**src/rtl/cache_arbiter_if.sv**
```systemverilog
// Cache-side and memory-side signal bundle for the I/D cache line arbiter.
// slave is the arbiter's view; master is the view of the caches plus memory.
interface cache_arbiter_if #(
  parameter int ADDR_W = 32,
  parameter int LINE_W = 256
);
  logic              i_read;
  logic [ADDR_W-1:0] i_address;
  logic [LINE_W-1:0] i_rdata;
  logic              i_resp;

  logic              d_read;
  logic              d_write;
  logic [ADDR_W-1:0] d_address;
  logic [LINE_W-1:0] d_wdata;
  logic [LINE_W-1:0] d_rdata;
  logic              d_resp;

  logic              pmem_read;
  logic              pmem_write;
  logic [ADDR_W-1:0] pmem_address;
  logic [LINE_W-1:0] pmem_wdata;
  logic [LINE_W-1:0] pmem_rdata;
  logic              pmem_resp;

  modport slave (
    input  i_read, i_address, d_read, d_write, d_address, d_wdata,
           pmem_rdata, pmem_resp,
    output i_rdata, i_resp, d_rdata, d_resp,
           pmem_read, pmem_write, pmem_address, pmem_wdata
  );

  modport master (
    output i_read, i_address, d_read, d_write, d_address, d_wdata,
           pmem_rdata, pmem_resp,
    input  i_rdata, i_resp, d_rdata, d_resp,
           pmem_read, pmem_write, pmem_address, pmem_wdata
  );
endinterface

```
**src/rtl/cache_arbiter.sv**
```systemverilog
// Round-robin arbiter sharing one physical-memory port between I-cache and D-cache.
// One line transaction in flight; responses return combinationally to the granted cache.
module cache_arbiter #(
  parameter int ADDR_W = 32,
  parameter int LINE_W = 256
) (
  input  logic            clk,
  input  logic            rst,
  cache_arbiter_if.slave  bus
);

  typedef enum logic [1:0] {IDLE, SERVE_I, SERVE_D, RELEASE} state_t;

  typedef struct packed {
    logic              wr;
    logic [ADDR_W-1:0] addr;
    logic [LINE_W-1:0] wdata;
  } mem_req_t;

  state_t   state, state_nxt;
  logic     last_d;
  mem_req_t req_q;

  logic arb, i_pend, d_pend, grant_i, grant_d;

  // Arbitration; in RELEASE the requester just served is masked so a request
  // the cache has not yet dropped is not granted twice.
  always_comb begin
    arb    = (state == IDLE) || (state == RELEASE);
    i_pend = bus.i_read;
    d_pend = bus.d_read | bus.d_write;
    if (state == RELEASE) begin
      if (last_d) d_pend = 1'b0;
      else        i_pend = 1'b0;
    end
    grant_i = arb & i_pend & (~d_pend | last_d);
    grant_d = arb & d_pend & ~grant_i;
  end

  always_comb begin
    state_nxt      = state;
    bus.pmem_read  = 1'b0;
    bus.pmem_write = 1'b0;
    bus.i_resp     = 1'b0;
    bus.d_resp     = 1'b0;
    case (state)
      IDLE, RELEASE: begin
        if (grant_i)      state_nxt = SERVE_I;
        else if (grant_d) state_nxt = SERVE_D;
        else              state_nxt = IDLE;
      end
      SERVE_I: begin
        bus.pmem_read = 1'b1;
        if (bus.pmem_resp) begin
          bus.i_resp = 1'b1;
          state_nxt  = RELEASE;
        end
      end
      SERVE_D: begin
        bus.pmem_read  = ~req_q.wr;
        bus.pmem_write =  req_q.wr;
        if (bus.pmem_resp) begin
          bus.d_resp = 1'b1;
          state_nxt  = RELEASE;
        end
      end
      default: state_nxt = IDLE;
    endcase
  end

  always_ff @(posedge clk or negedge rst) begin
    if (!rst) begin
      state  <= IDLE;
      last_d <= 1'b1;
      req_q  <= '0;
    end else begin
      state <= state_nxt;
      if (grant_i) begin
        last_d     <= 1'b0;
        req_q.wr   <= 1'b0;
        req_q.addr <= bus.i_address;
      end else if (grant_d) begin
        // Write wins when the D-cache raises read and write together.
        last_d     <= 1'b1;
        req_q.wr   <= bus.d_write;
        req_q.addr <= bus.d_address;
        if (bus.d_write) req_q.wdata <= bus.d_wdata;
      end
    end
  end

  assign bus.pmem_address = req_q.addr;
  assign bus.pmem_wdata   = req_q.wdata;
  assign bus.i_rdata      = bus.pmem_rdata;
  assign bus.d_rdata      = bus.pmem_rdata;

endmodule

```
**src/flat_wrapper.sv**
```systemverilog
// flat-port wrapper written by rule: the top's interface ports become plain ports
module cache_arbiter_flat 
#(
  parameter int ADDR_W = 32,
  parameter int LINE_W = 256
)
  (clk, rst, bus_i_read, bus_i_address, bus_d_read, bus_d_write, bus_d_address, bus_d_wdata, bus_pmem_rdata, bus_pmem_resp, bus_i_rdata, bus_i_resp, bus_d_rdata, bus_d_resp, bus_pmem_read, bus_pmem_write, bus_pmem_address, bus_pmem_wdata);
  cache_arbiter_if #(.ADDR_W(ADDR_W), .LINE_W(LINE_W)) bus_i ();
  input  logic clk;
  input  logic rst;
  input wire logic [$bits(bus_i.i_read)-1:0] bus_i_read;
  input wire logic [$bits(bus_i.i_address)-1:0] bus_i_address;
  input wire logic [$bits(bus_i.d_read)-1:0] bus_d_read;
  input wire logic [$bits(bus_i.d_write)-1:0] bus_d_write;
  input wire logic [$bits(bus_i.d_address)-1:0] bus_d_address;
  input wire logic [$bits(bus_i.d_wdata)-1:0] bus_d_wdata;
  input wire logic [$bits(bus_i.pmem_rdata)-1:0] bus_pmem_rdata;
  input wire logic [$bits(bus_i.pmem_resp)-1:0] bus_pmem_resp;
  output wire logic [$bits(bus_i.i_rdata)-1:0] bus_i_rdata;
  output wire logic [$bits(bus_i.i_resp)-1:0] bus_i_resp;
  output wire logic [$bits(bus_i.d_rdata)-1:0] bus_d_rdata;
  output wire logic [$bits(bus_i.d_resp)-1:0] bus_d_resp;
  output wire logic [$bits(bus_i.pmem_read)-1:0] bus_pmem_read;
  output wire logic [$bits(bus_i.pmem_write)-1:0] bus_pmem_write;
  output wire logic [$bits(bus_i.pmem_address)-1:0] bus_pmem_address;
  output wire logic [$bits(bus_i.pmem_wdata)-1:0] bus_pmem_wdata;
  assign bus_i.i_read = bus_i_read;
  assign bus_i.i_address = bus_i_address;
  assign bus_i.d_read = bus_d_read;
  assign bus_i.d_write = bus_d_write;
  assign bus_i.d_address = bus_d_address;
  assign bus_i.d_wdata = bus_d_wdata;
  assign bus_i.pmem_rdata = bus_pmem_rdata;
  assign bus_i.pmem_resp = bus_pmem_resp;
  assign bus_i_rdata = bus_i.i_rdata;
  assign bus_i_resp = bus_i.i_resp;
  assign bus_d_rdata = bus_i.d_rdata;
  assign bus_d_resp = bus_i.d_resp;
  assign bus_pmem_read = bus_i.pmem_read;
  assign bus_pmem_write = bus_i.pmem_write;
  assign bus_pmem_address = bus_i.pmem_address;
  assign bus_pmem_wdata = bus_i.pmem_wdata;
  cache_arbiter #(.ADDR_W(ADDR_W), .LINE_W(LINE_W)) u_core (.clk(clk), .rst(rst), .bus(bus_i));
endmodule
```
**config.mk**
```make
export PLATFORM = sky130hd
export DESIGN_NAME = cache_arbiter_flat
export DESIGN_NICKNAME = d
export VERILOG_FILES = /design/src/rtl/cache_arbiter_if.sv /design/src/rtl/cache_arbiter.sv /design/src/flat_wrapper.sv
export SDC_FILE = /design/constraint.sdc
export NUM_CORES = 1
export LEC_CHECK = 0
export CAP_MARGIN = 15
export CELL_PAD_IN_SITES_DETAIL_PLACEMENT = 1
export CELL_PAD_IN_SITES_GLOBAL_PLACEMENT = 1
export CORE_AREA = 8 8 528 530
export CTS_BUF_LIST = sky130_fd_sc_hd__clkbuf_4
export DETAILED_ROUTE_END_ITERATION = 7
export DIE_AREA = 0 0 536 538
export PLACE_DENSITY = 0.39
export SLEW_MARGIN = 20
export SYNTH_ARGS = -nofsm -noshare
export SYNTH_HDL_FRONTEND = slang
export SYNTH_SLANG_ARGS = --single-unit
```
**constraint.sdc**
```tcl
create_clock -name clk -period 2.1 [get_ports clk]
set_input_delay 0.315 -clock clk [delete_from_list [all_inputs] [get_ports clk]]
set_output_delay 0.315 -clock clk [all_outputs]
set_load 0.02 [all_outputs]
```
==> flow_summary.yaml <==
sta:
  timing.final.ws_setup_ps: -367
  worst_pin_slew_ps: 518
  worst_hold_slack_ps: 365
  clock_skew_ps: 107
  fin_crit_sh: 1.17
  rsz0062_at_grt: "yes"
  finalSetupViolations: 291
  slew_headroom: 0.655
  max_freq_mhz: 405
  finalHoldViolations: 0
  fin_crit_ps: 2470
  report.final.slew_viol_count: 0
floorplan:
  start_util: 0.0678
  die_h_um: 538
  io_pins: 1386
  fp.coreArea_um2: 270000
  fp.dieW_um: 536
  num_rows: 191
  die-area_um2: 288000
synth:
  post-synth-top-count-cell: "buf_4"
  synth_top_area_cell: "dfrtp_1"
  yosys.cell_types.count: 26
  ys_ff_latch: 292
  syn_inst: 1545
  ys_top_cells_by_count: "800 x buf_4, 291 x dfrtp_1, 229 x mux2_4, 67 x inv_1"
  ys_top_cells_by_area: "dfrtp_1 40%, buf_4 33%, mux2_4 19%"
  seq_area_frac_synth: 0.400
  synth-edff-count: 0
  syn_area_per_cell_um2: 11.8
  synthArstFlopShare: 1.00
  yosysWarnings: 0
  synth_top_cell_area_share: 0.398
  syn_nets: 2130
  synth_area_um2: 18300
  synth-main-ff-cell: "dfrtp_1"
clocking:
  cts_buffer_depth: 4
  cts_tree: "yes"
  clock_latency_ps: 1080
  root_buffer: "clkbuf_4"
  numClockSinks: 292
  htreeDepth: 3
  clkTransAtPathRegs_ps: 60
  cts_inserted_buffers: 102
min_path:
  min_path_type: "primary input to flip-flop"
finish:
  drive_above_1_share: 0.500
  nets: 2642
  syn2layout_area_growth_pct: 70.5
place:
  gp_congestion: 0.783
  hpwl_um: 119000
  place_ws_ps: -299
  io_buffers: 617
setup_path:
  path_max_fanout: 2
  reg2reg_from: "u_core.state[0]$_DFFE_PN0P_"
  r2r_end: "u_core.bus.pmem_wdata[206]$_DFFE_PN0P_"
  critPathArrivalTime_ps: 2150
  critPathCaptureType: "output port"
  crit_type: "flip-flop to output port"
  startpoint: "u_core.state[0]$_DFFE_PN0P_"
  endpoint: "bus_pmem_read"
  reg2reg_slack_ps: -310
  crit_path_start_kind: "flip-flop"
  worst_ep_required_time_ps: 1780
  reg2reg_depth: 12
grt:
  grt_max_degree: 59
  grt_first_pass_wirelength_um: 173000
  grt_util_all_layers: 0.0935
  grt_pass1_vias: 14500
  grt_remaining_overflow: 0
  grt_antenna_before_repair: 65
pwr:
  power_density_nw_per_um2: 1580
  peakVddDrop_mv: 0.638
  power.switching_mw: 20.1
  finalPower_mw: 49.1
  leakage_nw: 12.8
  p_comb_frac: 0.637
  swShare: 0.409
  p_int_mw: 29.1
  p_clk_frac: 0.135
  power_frac_seq: 0.228
outcome:
  violations: "negative setup slack"
  status: "finished, violations left"
run:
  drv_cap: 0
route:
  drt_first_iter_violations: 358
  drc: 0
  dr.pass1.iters: 4
  wl_um: 143000
  vias: 12803
  drt-vias-per-instance: 2.24
  drtAntennaViolNets: 0
  wl_per_cell_um: 25.1
[flip-flops by register name (all words and copies together), names as in the netlist]
register and cells:
u_core.last_d 1, u_core.req_q 1, u_core.state 2, u_core.bus.pmem_address 32
u_core.bus.pmem_wdata 256
[final cells by class]
cell class	instances	area, µm²
clock inverter	30	173
tap	3570	4470
multi-input combinational	344	4710
timing repair buffer	1250	13100
sequential	292	7330
fill	31201	239000
inverter	67	251
clock buffer	144	1080
antenna	8	20.0
[how the worst min path moves through the flow]
stage,startpoint,end,slack (ps),cells after the start
4_1_cts,bus_d_address[18],u_core.bus.pmem_address[18]$_DFFE_PN0P_,0.7,4
3_5_place_dp,rst,u_core.bus.pmem_wdata[159]$_DFFE_PN0P_,280,1
6_report,bus_d_address[11],u_core.bus.pmem_address[11]$_DFFE_PN0P_,370,4
3_3_place_gp,rst,u_core.bus.pmem_wdata[159]$_DFFE_PN0P_,280,1
2_1_floorplan,rst,u_core.bus.pmem_address[0]$_DFFE_PN0P_,20,0
5_1_grt,bus_d_wdata[236],u_core.bus.pmem_wdata[236]$_DFFE_PN0P_,130,3
[worst max-delay path, cell delays in order, from the launching register on]
cell and delay (ps):
dfrtp_1 410, buf_6 140, ha_4 150, a21oi_2 140
nor2_4 60, buf_12 140
[logic make-up (layout without fill, tap and decap cells)]
group                    count (synthesis)  after routing  share of synthesized area
adder cells (fa/ha/maj)                  3              3                    0.00205
buffers and inverters                  909           1491                      0.362
other                                    0              8                          0
multiplexers                           257            257                      0.205
AND/OR/NAND/NOR                         43             43                     0.0120
AO/OA/AOI/OAI                           41             41                     0.0189
flip-flops                             292            292                      0.400
[layout by cell type, fill, tap and decap left out, types with 2 or more instances in the layout]
master / instances
buf_12: 29
clkinv_2: 3
o21ai_1: 2
clkinv_1: 24
mux2_1: 5
clkdlybuf4s50_1: 324
nand3_1: 32
clkbuf_16: 11
dfrtp_2: 16
and2_4: 3
bufinv_16: 2
buf_4: 228
buf_8: 38
nand2_1: 2
ha_4: 3
o221ai_1: 4
o221ai_2: 28
clkbuf_4: 144
inv_1: 66
buf_6: 283
diode_2: 8
buf_16: 12
mux2_4: 251
dlygate4sd3_1: 324
nor2_1: 2
dfrtp_1: 275
[routing by layer]
layer  GRT usage  part of all wire  vias up
li1            -                 -     5293
met1      0.0823              0.30     5867
met2       0.148              0.44     1241
met3      0.0871              0.20      382
met4      0.0400             0.051       20
met5           0           0.00094        -
[metrics by stage]
| step | std cells | util | TNS (ps) | cell area (µm²) |
|---|---|---|---|---|
| after global placement | 4954 | 0.0862 | -26530 | 23300 |
| after floorplan | 1545 | - | 0 | 18300 |
| after detailed placement | 4954 | 0.0862 | -32260 | 23300 |
| after CTS | 5649 | 0.112 | -63510 | 30200 |
| after global routing | 5700 | 0.116 | -89400 | 31200 |
| final | 5705 | 0.116 | -54650 | 31200 |
[repair_timing]
action / in CTS / in global routing
hold buffers: 325 / 0
setup buffers: 192 / 38
gates resized for setup: 1703 / 86
pin swaps: 19 / 8
setup endpoints to repair: 354 / 468
endpoints found under the hold margin: 583 / 0
gates cloned: 4 / 12
[power groups by stage]
stage | combinational, mW | clock [mW] | sequential (mW)
2_1_floorplan | 17.1 | 0 | 9.81
3_3_place_gp | 24.4 | 0 | 10.8
3_5_place_dp | 24.5 | 0 | 10.9
4_1_cts | 30.3 | 7.34 | 11.2
5_1_grt | 33.5 | 7.48 | 11.6
6_report | 31.3 | 6.64 | 11.2
Note: power is estimated with default switching activity, not from simulation.
==> patch 1: new RTL, config.mk and constraints unchanged <==
`ADDR_W` is set to 32 in 3 places; all go to 40.
--- a/src/rtl/cache_arbiter_if.sv
+++ b/src/rtl/cache_arbiter_if.sv
@@ -1,7 +1,7 @@
 // Cache-side and memory-side signal bundle for the I/D cache line arbiter.
 // slave is the arbiter's view; master is the view of the caches plus memory.
 interface cache_arbiter_if #(
-  parameter int ADDR_W = 32,
+  parameter int ADDR_W = 40,
   parameter int LINE_W = 256
 );
   logic              i_read;
--- a/src/rtl/cache_arbiter.sv
+++ b/src/rtl/cache_arbiter.sv
@@ -1,7 +1,7 @@
 // Round-robin arbiter sharing one physical-memory port between I-cache and D-cache.
 // One line transaction in flight; responses return combinationally to the granted cache.
 module cache_arbiter #(
-  parameter int ADDR_W = 32,
+  parameter int ADDR_W = 40,
   parameter int LINE_W = 256
 ) (
   input  logic            clk,
--- a/src/flat_wrapper.sv
+++ b/src/flat_wrapper.sv
@@ -1,7 +1,7 @@
 // flat-port wrapper written by rule: the top's interface ports become plain ports
 module cache_arbiter_flat 
 #(
-  parameter int ADDR_W = 32,
+  parameter int ADDR_W = 40,
   parameter int LINE_W = 256
 )
   (clk, rst, bus_i_read, bus_i_address, bus_d_read, bus_d_write, bus_d_address, bus_d_wdata, bus_pmem_rdata, bus_pmem_resp, bus_i_rdata, bus_i_resp, bus_d_rdata, bus_d_resp, bus_pmem_read, bus_pmem_write, bus_pmem_address, bus_pmem_wdata);
Ports: changed (resized bus_d_address, bus_i_address and bus_pmem_address); port bits go from 1386 to 1410. No check against the original RTL was run, so the function may have changed too.
==> patch 1 against the unedited design <==
  * The run still ends with negative setup slack left
  * Setup slack got worse by 0.012 ns
  * Count of clock-buffer cells in the layout increased by 2
  * Total power increased by 3.3%
  * Wire length increased by 7.0%
  * Sequential cell count increased by 8
  * Final area increased by 1.2%
  * Area after synthesis increased by 1.6%
  * Maximum frequency decreased by 0.49%
  * First-iteration DRC count increased by 15%
  * Cell count increased by 0.23%
  * Critical path type unchanged
==> patch 1: results (changes against the unedited design) <==
| Metric | Value |
|---|---|
| Run status | finished, violations left |
| Failing checks | negative setup slack |
| Final net count | 2654 (+0.45%) |
| Async set-reset flop share out of synthesis | 100.0% (unchanged) |
| Mux contribution to synthesized area | 20.14% (-0.39 points) |
| XOR/XNOR share of the synthesized area | 0% (unchanged) |
| Post-synthesis sequential area ratio | 40.41% (+0.43 points) |
| Reg2reg path depth | 9 (-3) |
| GRT overflow | 0 (unchanged) |
| Max-slew headroom | 72.26% (+6.8 points) |
| Clock Tree Buf Depth | 4 (unchanged) |
| Worst skew pair latency | 1.11 ns (+0.03 ns) |
| WP data arrival | 2.16 ns |
| Via density per instance | 2.314 (+3.1%) |
| DP HPWL | 127100 microns (+6.5%) |
| First-iteration detailed-routing DRC count | 413 (+15%) |
| Clock Skew | 0.1147 ns (+0.007791 ns) |
| GRT Total Usage | 9.727% (+0.37 points) |
| Worst Path Max Fanout | 3 (+1) |
| Routability cong. | 0.7746 (-1.0%) |
| Clock root buffer | clkbuf_4 |
| Synth Flop Type | dfrtp_1 |
| Clock share of power | 13.4% |
| Sequential power | 11.5 mW |
| Area after DPL | 23530 sq um (+1.2%) |
| Layout cells sized above 1 | 49.32% (-0.70 points) |
| Number of flops mapped to enable cells by yosys | 0 (unchanged) |
| Hold crit path type | input port to flip-flop |
| Synth cell types | 29 (+12%) |
| Post-Synth Adder-Cell Area | 0.2020% (-0.0033 points) |
| IO Port Bufs | 641 (+3.9%) |
| Clock slew at reported path FFs | 0.07 ns |
| Drt pass-1 iters | 4 (unchanged) |
| Largest register FFs | 256 (unchanged) |
| Largest net degree at the start of global routing | 61 (+3.4%) |
| H-tree depth | 3 (unchanged) |
| Final setup violation count | 249 (-14%) |
| Internal power | 29.54 mW (+1.7%) |
| Initial antenna violation count | 71 (+9.2%) |
| Post-synth top cells | buf_4, dfrtp_1, mux2_4, and3_1, a221o_1 |
| First-pass GRT wire length | 179600 microns (+3.7%) |
| Crit path max-delay cell type | dfrtp_2 |
| VDD IR-drop max | 614.6 uV (-3.7%) |
| Leak | 12.92 nW (+1.0%) |
| Largest stage delay, worst path | 0.43 ns (+0.02 ns) |
| Hold path cells | 2 (-2) |
| Warnings, synthesis | 0 (unchanged) |
| TritonCTS buffer count | 106 (+3.9%) |
| Syn Nets | 2117 (-0.61%) |
| Final worst slack | -0.3794 ns (-0.01226 ns) |
| Drt total wl | 153100 microns (+7.0%) |
| Synth Area in Compound Gates | 2.579% (+0.69 points) |
| Largest cells by area after synthesis | dfrtp_1, buf_4, mux2_4 |
| Vias in the first global route | 14767 (+1.8%) |
patch 1: cell types whose count changed after synthesis, sizes merged, moves of 2 or more:
cell / unedited run / this run
dfrtp: 291 / 299
and3: 1 / 41
a221o: 0 / 40
buf: 832 / 841
nand3: 32 / 0
o221ai: 32 / 0
clkbuf: 10 / 12
inv: 67 / 3
patch 1: cell type report:
class / count / area (sq um)
Antenna cell: 15 / 37.54
Timing Repair Buffer: 1282 / 13520
Fill cell: 31178 / 238200
Inverter: 3 / 11.26
Clock buffer: 146 / 1096
Sequential cell: 300 / 7533
Tap cell: 3570 / 4467
Clock inverter: 42 / 221.5
Multi-Input combinational cell: 360 / 4678
patch 1: cells by family (layout without fill, tap and decap cells):
group                      Yosys count  in the layout
and+or+nand+nor                     51             51
other                                0             15
AOI/OAI and AO/OA                   50             50
buffers and inverters              856           1473
adders and majority gates            3              3
muxes                              256            256
DFF                                300            300
patch 1: worst paths after layout:
path,slack (ns),start,end
max,-0.38,u_core.state[0],bus_pmem_read
min reg2reg,0.51,u_core.bus.pmem_wdata[178],u_core.bus.pmem_wdata[178]
min in group asynchronous,0.40,rst,u_core.bus.pmem_wdata[31]
max reg2reg,-0.18,u_core.state[1],u_core.bus.pmem_wdata[215]
max in group asynchronous,0.87,rst,u_core.bus.pmem_address[10]
min,0.23,bus_d_wdata[164],u_core.bus.pmem_wdata[164]
patch 1: critical path: cells and delay by family (launching register included):
kind                     cells  cell delay (ns)
flip-flops                   1             0.43
AND/OR/NAND/NOR              1             0.09
buffers and inverters        3             0.33
adder cells (fa/ha/maj)      1             0.20
patch 1: layer usage:
metal	GRT usage (%)	wire length, microns
met5	1.282	558
met1	8.296	46660
met2	15.32	67530
met4	3.612	6712
met3	9.721	31630
patch 1: stage by stage:
| step | cells | hold slack (ns) | TNS [ns] | power (mW) | setup WS, ns |
|---|---|---|---|---|---|
| floorplan | 1516 | 0.01941 | 0 | 27.77 | 0.2389 |
| global placement | 4933 | 0.2721 | -40.53 | 36.88 | -0.2362 |
| detailed placement | 4933 | 0.2679 | -40.97 | 37.01 | -0.2289 |
| CTS | 5657 | 0.03381 | -77.85 | 49.84 | -0.7271 |
| global route | 5709 | 0.08141 | -72.67 | 54.42 | -0.6756 |
| finish | 5718 | 0.2305 | -22.91 | 50.75 | -0.3794 |
patch 1: what timing repair did:
item	4_1_cts	5_1_grt
cloned	3	22
endpoints found under the hold margin	598	0
gates resized for setup	1619	63
hold buffers	341	0
setup buffers	192	25
setup endpoints to repair	484	531
pin swaps	4	2
==> patch 2: new RTL, config.mk and constraints unchanged <==
Made on the original files. Reset style: synchronous (`rst`), changed in one clocked block.
--- a/src/rtl/cache_arbiter.sv
+++ b/src/rtl/cache_arbiter.sv
@@ -68,7 +68,7 @@
     endcase
   end
 
-  always_ff @(posedge clk or negedge rst) begin
+  always_ff @(posedge clk) begin
     if (!rst) begin
       state  <= IDLE;
       last_d <= 1'b1;
Check against the original RTL: not settled (the Yosys comparison gave no result); the edit may change what the design does.
==> patch 2 against the unedited design <==
  * The flow still finishes with violations (negative setup slack)
  * Sequential cell count did not move
  * Via count rose by 30%
  * Synthesized cell count is 42% higher
  * Final area is 12% lower
  * Clock skew is 0.011 ns lower
  * Cell count up 6.1%
  * Wire length rose by 21%
  * Setup slack gained 0.23 ns
  * Area after synthesis down 4.6%
  * Critical path depth stayed put
  * Critical path type unchanged
Power is not compared: it rests on default switching activity, and its combinational part moved more than twofold at a synthesized area within 25%.
==> patch 2: results (changes against the unedited design) <==
| Metric | Value |
|---|---|
| Reg2reg end | u_core.bus.pmem_wdata[208] |
| Async set-reset flop share out of synthesis | 0% (-100 points) |
| Wire length on met3 | 33840 microns (+17%) |
| Crit path max-delay cell type | dfxtp_4 |
| Layout cells sized above 1 | 27.41% (-23 points) |
| Met2 WL | 82230 microns (+30%) |
| GR Util met3 | 10.42% (+1.7 points) |
| Post-synth top cells | buf_4, dfxtp_1, nand3_1, o21ai_0, a21oi_1 |
| Syn Nets | 2780 (+31%) |
| WL met1 | 50450 microns (+16%) |
| Failing checks | negative setup slack |
| Setup Fix Bufs, Post-CTS | 3 (-98%) |
| Largest cells by area after synthesis | buf_4, dfxtp_1, nand3_1 |
| Initial antenna violation count | 78 (+20%) |
| Worst skew pair latency | 0.99 ns (-0.09 ns) |
| TritonCTS buffer count | 96 (-5.9%) |
| Clock Tree Buf Depth | 3 (-1) |
| Worst Path Max Fanout | 3 (+1) |
| Final net count | 2988 (+13%) |
| Routability cong. | 0.7452 (-4.8%) |
| Reg2reg path depth | 11 (-1) |
| GRT Total Usage | 11.21% (+1.9 points) |
| Post-Synth Adder-Cell Area | 0.2153% (+0.010 points) |
| Max-slew headroom | 67.15% (+1.7 points) |
| Run status | finished, violations left |
| Post-synthesis sequential area ratio | 33.53% (-6.4 points) |
| Pre-CTS setup slack | -0.04256 ns (+0.2563 ns) |
| Mux contribution to synthesized area | 0% (-21 points) |
| Hold WS | 0.1587 ns (-0.2067 ns) |
| Final setup violation count | 4 (-99%) |
| Largest net degree at the start of global routing | 40 (-32%) |
| Filler cells | 31917 (+2.3%) |
| Resized cells post-CTS | 1194 (-30%) |
| WP data arrival | 1.93 ns (-0.22 ns) |
| Final worst slack | -0.1421 ns (+0.2251 ns) |
| Post-synthesis cell count | 2195 (+42%) |
| Synth Area in Compound Gates | 19.17% (+17 points) |
| Drt total wl | 172700 microns (+21%) |
| Via count | 16599 (+30%) |
## patch 2: changes by cell type in the layout (fill, tap and decap cells not counted), sizes merged, moves of 11 or more
| cell | unedited run | this run |
|---|---|---|
| dlygate4sd3 | 324 | 313 |
| a211oi | 0 | 33 |
| nand3 | 32 | 290 |
| buf | 591 | 355 |
| clkbuf | 155 | 143 |
| o221ai | 32 | 0 |
| a21oi | 1 | 260 |
| clkdlybuf4s15 | 0 | 75 |
| o21ai | 3 | 291 |
| dfrtp | 291 | 0 |
| mux2 | 257 | 0 |
| a311oi | 0 | 32 |
| dfxtp | 0 | 292 |
| inv | 67 | 8 |
## patch 2: worst min-delay path, delay by kind of cell
family / cells / cell delay [ns]
buffers and inverters: 1 / 0.51
AOI/OAI and AO/OA: 2 / 0.29
## patch 2: cell type report
| cell class | instances | area (sq um) | share of cell area, % |
|---|---|---|---|
| diodes | 17 | 42.54 | 0.1549 |
| clock buffers | 131 | 983.4 | 3.582 |
| clock inverters | 30 | 156.4 | 0.5696 |
| inverters | 6 | 32.53 | 0.1185 |
| multi-input cells | 927 | 5240 | 19.08 |
| flip-flops and latches | 292 | 5893 | 21.46 |
| well taps | 3570 | 4467 | 16.27 |
| repair buffers | 1080 | 10640 | 38.76 |
## patch 2: worst min-delay path by stage
stage / startpoint / endpoint / cells after the start
2_1_floorplan: rst / u_core.last_d / 1
3_3_place_gp: u_core.bus.pmem_wdata[143] / u_core.bus.pmem_wdata[143] / 2
3_5_place_dp: u_core.bus.pmem_wdata[32] / u_core.bus.pmem_wdata[32] / 2
4_1_cts: bus_d_wdata[0] / u_core.bus.pmem_wdata[0] / 3
5_1_grt: bus_i_address[9] / u_core.bus.pmem_address[9] / 3
6_report: bus_i_address[5] / u_core.bus.pmem_address[5] / 3
